### src/rtl/rout_port_xy_buffer_pkg.sv
// Shared router definitions: port indices, one-hot port type, header field offsets,
// FSM state encoding and the dimension-ordered XY route function.
package rout_port_xy_buffer_pkg;

  localparam int unsigned NUM_PORTS   = 5;
  localparam int unsigned COORD_MAX_W = 16;

  typedef logic [2:0]           port_idx_t;
  typedef logic [NUM_PORTS-1:0] port_oh_t;

  localparam port_idx_t PORT_LOCAL = 3'd0;
  localparam port_idx_t PORT_NORTH = 3'd1;
  localparam port_idx_t PORT_EAST  = 3'd2;
  localparam port_idx_t PORT_SOUTH = 3'd3;
  localparam port_idx_t PORT_WEST  = 3'd4;

  typedef enum logic [1:0] {
    ST_IDLE = 2'd0,
    ST_FWD  = 2'd1,
    ST_DROP = 2'd2
  } rout_state_t;

  // Header is MSB first: src_x, src_y, dst_x, dst_y, mtype, data.
  function automatic int unsigned hdr_dst_x_lsb(input int unsigned bus_w,
                                                input int unsigned coord_w);
    return bus_w - 3 * coord_w;
  endfunction

  function automatic int unsigned hdr_dst_y_lsb(input int unsigned bus_w,
                                                input int unsigned coord_w);
    return bus_w - 4 * coord_w;
  endfunction

  function automatic port_idx_t xy_route(input logic [COORD_MAX_W-1:0] dst_x,
                                         input logic [COORD_MAX_W-1:0] dst_y,
                                         input logic [COORD_MAX_W-1:0] local_x,
                                         input logic [COORD_MAX_W-1:0] local_y);
    if (dst_x > local_x)      return PORT_EAST;
    else if (dst_x < local_x) return PORT_WEST;
    else if (dst_y > local_y) return PORT_NORTH;
    else if (dst_y < local_y) return PORT_SOUTH;
    else                      return PORT_LOCAL;
  endfunction

  function automatic port_oh_t port_onehot(input port_idx_t idx);
    return port_oh_t'(1) << idx;
  endfunction

endpackage

### src/rtl/rout_sync_fifo.sv
// Synchronous FIFO shared by the router input ports; no bypass, head shown combinationally.
module rout_sync_fifo #(
  parameter int unsigned WIDTH = 33,
  parameter int unsigned DEPTH = 8
) (
  input  logic             clk,
  input  logic             rst,
  input  logic             i_push,
  input  logic             i_pop,
  input  logic [WIDTH-1:0] i_data,
  output logic             o_full,
  output logic             o_empty,
  output logic [WIDTH-1:0] o_head
);

  localparam int unsigned AW = $clog2(DEPTH);

  logic [WIDTH-1:0] r_mem [DEPTH];
  logic [AW-1:0]    r_wr_ptr;
  logic [AW-1:0]    r_rd_ptr;
  logic [AW:0]      r_count;
  logic             w_push;
  logic             w_pop;

  assign o_full  = (r_count == (AW+1)'(DEPTH));
  assign o_empty = (r_count == '0);
  assign w_push  = i_push && !o_full;
  assign w_pop   = i_pop && !o_empty;
  assign o_head  = r_mem[r_rd_ptr];

  always_ff @(posedge clk or posedge rst) begin
    if (rst) begin
      r_wr_ptr <= '0;
      r_rd_ptr <= '0;
      r_count  <= '0;
    end else begin
      if (w_push) r_wr_ptr <= r_wr_ptr + AW'(1);
      if (w_pop)  r_rd_ptr <= r_rd_ptr + AW'(1);
      case ({w_push, w_pop})
        2'b10:   r_count <= r_count + (AW+1)'(1);
        2'b01:   r_count <= r_count - (AW+1)'(1);
        default: r_count <= r_count;
      endcase
    end
  end

  always_ff @(posedge clk) begin
    if (w_push) r_mem[r_wr_ptr] <= i_data;
  end

endmodule

### src/rtl/rout_port_xy_buffer.sv
// Router input port: buffers beats, XY-routes each packet header, forwards the packet
// wormhole-style to one of five ports, and drops/counts packets addressed outside the mesh.
module rout_port_xy_buffer
  import rout_port_xy_buffer_pkg::*;
#(
  parameter int unsigned COORD_W = 4,
  parameter int unsigned MTYPE_W = 8,
  parameter int unsigned BUS_W   = 32,
  parameter int unsigned DEPTH   = 8,
  parameter int unsigned MESH_X  = 4,
  parameter int unsigned MESH_Y  = 4,
  parameter int unsigned LOCAL_X = 0,
  parameter int unsigned LOCAL_Y = 0,
  parameter int unsigned CNT_W   = 16
) (
  input  logic             clk,
  input  logic             rst,
  input  logic             s_tvalid,
  output logic             s_tready,
  input  logic [BUS_W-1:0] s_tdata,
  input  logic             s_tlast,
  output logic [4:0]       m_tvalid,
  input  logic [4:0]       m_tready,
  output logic [BUS_W-1:0] m_tdata,
  output logic             m_tlast,
  output logic [CNT_W-1:0] drop_cnt,
  output logic             busy
);

  localparam int unsigned DSTX_LSB = hdr_dst_x_lsb(BUS_W, COORD_W);
  localparam int unsigned DSTY_LSB = hdr_dst_y_lsb(BUS_W, COORD_W);

  if (BUS_W <= 4 * COORD_W + MTYPE_W) begin : g_bad_bus_w
    $error("BUS_W too small for header fields");
  end

  rout_state_t        r_state;
  port_idx_t          r_route;
  logic [CNT_W-1:0]   r_drop_cnt;

  logic               w_fifo_full;
  logic               w_fifo_empty;
  logic [BUS_W:0]     w_head;
  logic [BUS_W-1:0]   w_head_data;
  logic               w_head_last;
  logic [COORD_W-1:0] w_dst_x;
  logic [COORD_W-1:0] w_dst_y;
  logic               w_in_mesh;
  port_idx_t          w_route;
  port_oh_t           w_route_oh;
  logic               w_pop;

  assign s_tready = !rst && !w_fifo_full;

  rout_sync_fifo #(
    .WIDTH (BUS_W + 1),
    .DEPTH (DEPTH)
  ) u_fifo (
    .clk     (clk),
    .rst     (rst),
    .i_push  (s_tvalid && s_tready),
    .i_pop   (w_pop),
    .i_data  ({s_tlast, s_tdata}),
    .o_full  (w_fifo_full),
    .o_empty (w_fifo_empty),
    .o_head  (w_head)
  );

  assign w_head_data = w_head[BUS_W-1:0];
  assign w_head_last = w_head[BUS_W];
  assign w_dst_x     = w_head_data[DSTX_LSB +: COORD_W];
  assign w_dst_y     = w_head_data[DSTY_LSB +: COORD_W];
  assign w_in_mesh   = (COORD_MAX_W'(w_dst_x) < COORD_MAX_W'(MESH_X)) &&
                       (COORD_MAX_W'(w_dst_y) < COORD_MAX_W'(MESH_Y));
  assign w_route     = xy_route(COORD_MAX_W'(w_dst_x), COORD_MAX_W'(w_dst_y),
                                COORD_MAX_W'(LOCAL_X), COORD_MAX_W'(LOCAL_Y));
  assign w_route_oh  = port_onehot(r_route);

  // Only the locked port's ready can release a beat while forwarding.
  assign w_pop = !w_fifo_empty &&
                 (((r_state == ST_FWD) && |(m_tready & w_route_oh)) ||
                  (r_state == ST_DROP));

  always_ff @(posedge clk or posedge rst) begin
    if (rst) begin
      r_state    <= ST_IDLE;
      r_route    <= PORT_LOCAL;
      r_drop_cnt <= '0;
    end else begin
      case (r_state)
        ST_IDLE: begin
          if (!w_fifo_empty) begin
            if (w_in_mesh) begin
              r_route <= w_route;
              r_state <= ST_FWD;
            end else begin
              r_state <= ST_DROP;
            end
          end
        end
        ST_FWD: begin
          if (w_pop && w_head_last) r_state <= ST_IDLE;
        end
        ST_DROP: begin
          if (w_pop && w_head_last) begin
            r_state <= ST_IDLE;
            if (r_drop_cnt != '1) r_drop_cnt <= r_drop_cnt + CNT_W'(1);
          end
        end
        default: r_state <= ST_IDLE;
      endcase
    end
  end

  assign m_tvalid = ((r_state == ST_FWD) && !w_fifo_empty) ? w_route_oh : '0;
  assign m_tdata  = w_fifo_empty ? '0 : w_head_data;
  assign m_tlast  = !w_fifo_empty && w_head_last;
  assign drop_cnt = r_drop_cnt;
  assign busy     = !w_fifo_empty || (r_state != ST_IDLE);

endmodule

### config.mk
export PLATFORM = sky130hd
export DESIGN_NAME = rout_port_xy_buffer
export DESIGN_NICKNAME = d
export VERILOG_FILES = /design/src/rtl/rout_port_xy_buffer_pkg.sv /design/src/rtl/rout_sync_fifo.sv /design/src/rtl/rout_port_xy_buffer.sv
export SDC_FILE = /design/constraint.sdc
export NUM_CORES = 1
export LEC_CHECK = 0
export ABC_AREA = 1
export CORE_ASPECT_RATIO = 0.5
export CORE_UTILIZATION = 45
export DETAILED_ROUTE_END_ITERATION = 8
export PLACE_DENSITY = 0.6
export SLEW_MARGIN = 15
export SYNTH_ARGS = -nofsm -noshare
export SYNTH_HDL_FRONTEND = slang
export SYNTH_HIERARCHICAL = 1
export SYNTH_SLANG_ARGS = --single-unit
### constraint.sdc
create_clock -name clk -period 4.6 [get_ports clk]
set_input_delay 1.15 -clock clk [delete_from_list [all_inputs] [get_ports clk]]
set_output_delay 1.15 -clock clk [all_outputs]
set_load 0.1 [all_outputs]
==> flow_summary.yaml <==
logic_synthesis:
  yosysUniqueCellTypes: 35
  ys_warn_count: 6
  synth_nets: 1505
  synth-compound-area-share: 0.00743
  ys_ff_latch: 294
  synth_async_sr_flop_share: 0.102
  muxShareOfSynthArea: 0
  synthFlopType: "edfxtp_1"
  synth_xor_area_frac: 0.0104
  seq_area_frac_synth: 0.644
  synthAdderAreaFrac: 0.00985
  syn_area_um2: 13500
  syn_inst: 1454
  synth-simple-area-share: 0.247
  synth_top_family_by_area: "simple AND/OR/NAND/NOR gates"
  avgSynthCellArea_um2: 9.26
  synth-edff-count: 264
clock_network:
  cts_setup_buffers: 0
  clock_sinks: 294
  hold_buffers: 0
  cts_buffer_depth: 3
  htreeDepth: 1
  cts_tree: "yes"
  numCtsBuffers: 28
  clkTransAtPathRegs_ns: 0.06
  ctsRootBufferMaster: "clkbuf_16"
  cts_resized: 0
  insertion_delay_ns: 0.56
route:
  num_vias: 9155
  viasPerCell: 4.69
  ant_nets: 0
  drt_iter0_drc: 521
  drt_wl_total_um: 28800
  post-route-drc-count: 14
  drt-wirelength-per-cell_um: 14.8
  drt-pass1-iter-count: 7
worst_hold_path:
  hold-path-endpoint: "drop_cnt[12]"
  hold_start: "drop_cnt[12]"
  hold_depth: 1
  hp-class: "flip-flop to flip-flop"
global_routing:
  antenna_found_initial: 0
  grt_max_degree: 69
  grt_pass1_vias: 9113
  grt_pass1_wl_um: 46400
  overflow: 0
  grtUsageTotal: 0.195
floorplan:
  fp.dieW_um: 247
  initial_core_util: 0.461
  io_pins: 97
  design.die.area_um2: 30700
  fp.dieH_um: 124
  core_um2: 29200
  num_rows: 44
worst_setup_path:
  critPathMaxFanout: 65
  r2r_end: "u_fifo/r_count[3]"
  crit_path_start_kind: "flip-flop"
  cp.arrival_ns: 2.79
  reg2reg_from: "u_fifo/r_count[0]"
  crit_chain: "buf_12, nor2_1, nor2_1, nand2_1, nand2_1, nand2_1, nand2_1, inv_1, nor2_1, buf_4"
  worstRegToRegCells: 15
  critPathSlowestCell: "dfrtp_4"
  max_stage_delay_ns: 0.89
  worstPathRequired_ns: 3.45
  endpoint_kind: "output port"
  reg2reg_slack_ns: 1.33
  path_class: "flip-flop to output port"
  cp_common_cell: "nand2_1"
placement:
  dpl.cell_count: 1898
  place.gp.congestion: 0.769
  hpwl_um: 15900
  portBuffers: 94
  dp_slack_ns: 0.910
final_layout:
  final_nets: 1588
  fillCellCount: 2516
  stdcell_count: 1950
  area_delta_synth_final_pct: 17.7
  seq_area_um2: 8680
  drive_above_1_share: 0.0795
  multi_input_area_um2: 3750
  antenna_cells: 0
timing:
  finalSetupViolations: 0
  hold_viol_final: 0
  relSlewSlack: 0.341
  slew_violations: 0
  grt_setup_unrepaired: "false"
  tightest_slew_ns: 0.985
  skew_ns: 0.0188
  fin_setup_tns_ns: 0
  worst_slack_ns: 0.662
  fin_hold_ws_ns: 0.501
  fmax_mhz: 254
  finalCriticalPeriod_ns: 3.94
  period_share: 0.856
flow_run:
  maxCapViolCount: 0
run_status:
  violations: "DRC"
  status: "complete, but fails checks"
-- synthesized netlist by cell type, types with 2 or more instances --
| master | instances | area, um2 |
|---|---|---|
| nand4_1 | 4 | 25.0 |
| nand3_1 | 17 | 85.1 |
| xor2_1 | 6 | 52.6 |
| buf_2 | 37 | 185 |
| dfrtp_1 | 30 | 751 |
| nand2_4 | 2 | 22.5 |
| nand2_1 | 495 | 1860 |
| ha_1 | 9 | 113 |
| nor4_1 | 3 | 18.8 |
| nor3_1 | 16 | 80.1 |
| o21ai_1 | 3 | 15.0 |
| o21ai_2 | 3 | 26.3 |
| inv_1 | 201 | 754 |
| xnor2_1 | 10 | 87.6 |
| buf_6 | 4 | 45.0 |
| nor2_1 | 310 | 1160 |
| clkbuf_1 | 10 | 37.5 |
| o21ai_0 | 8 | 40.0 |
| nor2_4 | 2 | 22.5 |
| buf_4 | 3 | 22.5 |
| edfxtp_1 | 264 | 7930 |
| buf_1 | 4 | 15.0 |
-- worst max-delay path by stage --
stage | startpoint | endpoint | slack, ns | cells after the start
floorplan | rst | u_fifo/r_mem[4][0] | 0.18 | 4
global placement | rst | u_fifo/r_count[3] | 0.95 | 10
detailed placement | rst | u_fifo/r_count[3] | 0.91 | 10
CTS | u_fifo/r_rd_ptr[0] | m_tdata[16] | 0.62 | 10
global route | u_fifo/r_rd_ptr[0] | m_tdata[10] | 0.42 | 10
finish | u_fifo/r_rd_ptr[0] | m_tdata[11] | 0.66 | 10
-- through the flow --
step	area, um2	util
after floorplan	13500	-
after CTS	15800	0.542
after detailed placement	14900	0.508
after global routing	15800	0.542
final	15800	0.542
after global placement	14900	0.508
-- worst max-delay path: cells and delay by family (launching register included) --
| family | cells | cell delay (ns) |
|---|---|---|
| AND/OR/NAND/NOR | 7 | 0.60 |
| buffers and inverters | 3 | 0.70 |
| flip-flops | 1 | 0.89 |
-- area by class of cell --
class                      instances  area share
multi-input combinational        899       0.236
clock inverter                    22      0.0178
timing repair buffer             112      0.0744
tap                              391      0.0309
sequential                       294       0.548
inverter                         202      0.0479
clock buffer                      30      0.0447
-- kinds of logic (layout without fill, tap and decap cells) --
| group | after synthesis | in the layout |
|---|---|---|
| adder cells (fa/ha/maj) | 10 | 10 |
| other | 1 | 1 |
| AND/OR/NAND/NOR | 855 | 855 |
| buffers and inverters | 261 | 366 |
| XOR/XNOR | 16 | 16 |
| AO/OA/AOI/OAI | 17 | 17 |
| flip-flops | 294 | 294 |
-- flip-flops by register name, indices dropped and copies added (netlist names) --
| signal | count |
|---|---|
| r_route | 2 |
| r_state | 2 |
| u_fifo/r_count | 4 |
| u_fifo/r_mem | 264 |
| u_fifo/r_rd_ptr | 3 |
| u_fifo/r_wr_ptr | 3 |
| drop_cnt | 16 |
-- layer usage --
layer  GRT usage  wire length, um
met2       0.327            13600
met1       0.263            13400
met3      0.0343             1280
met4      0.0461              520
met5           0                0
-- layout by cell type, fill, tap and decap left out, types with 2 or more instances in the layout --
cell	n
nand2_1	495
nor2_1	310
edfxtp_1	264
inv_1	201
clkdlybuf4s50_1	55
buf_4	41
clkbuf_16	28
dfrtp_1	27
nand3_1	17
buf_12	16
xnor2_1	10
ha_1	9
nor3_1	8
o21ai_0	8
nor3_2	8
xor2_1	6
clkinv_1	6
bufinv_16	6
clkinvlp_4	5
nand4_1	4
clkinv_2	4
nor4_1	3
o21ai_1	3
o21ai_2	3
nor2_4	2
nand2_4	2
clkbuf_1	2
dfrtp_2	2
Power is left out: the tool's default activity adds up to more than one toggle a clock period on the data nets, which glitch-free logic cannot reach.
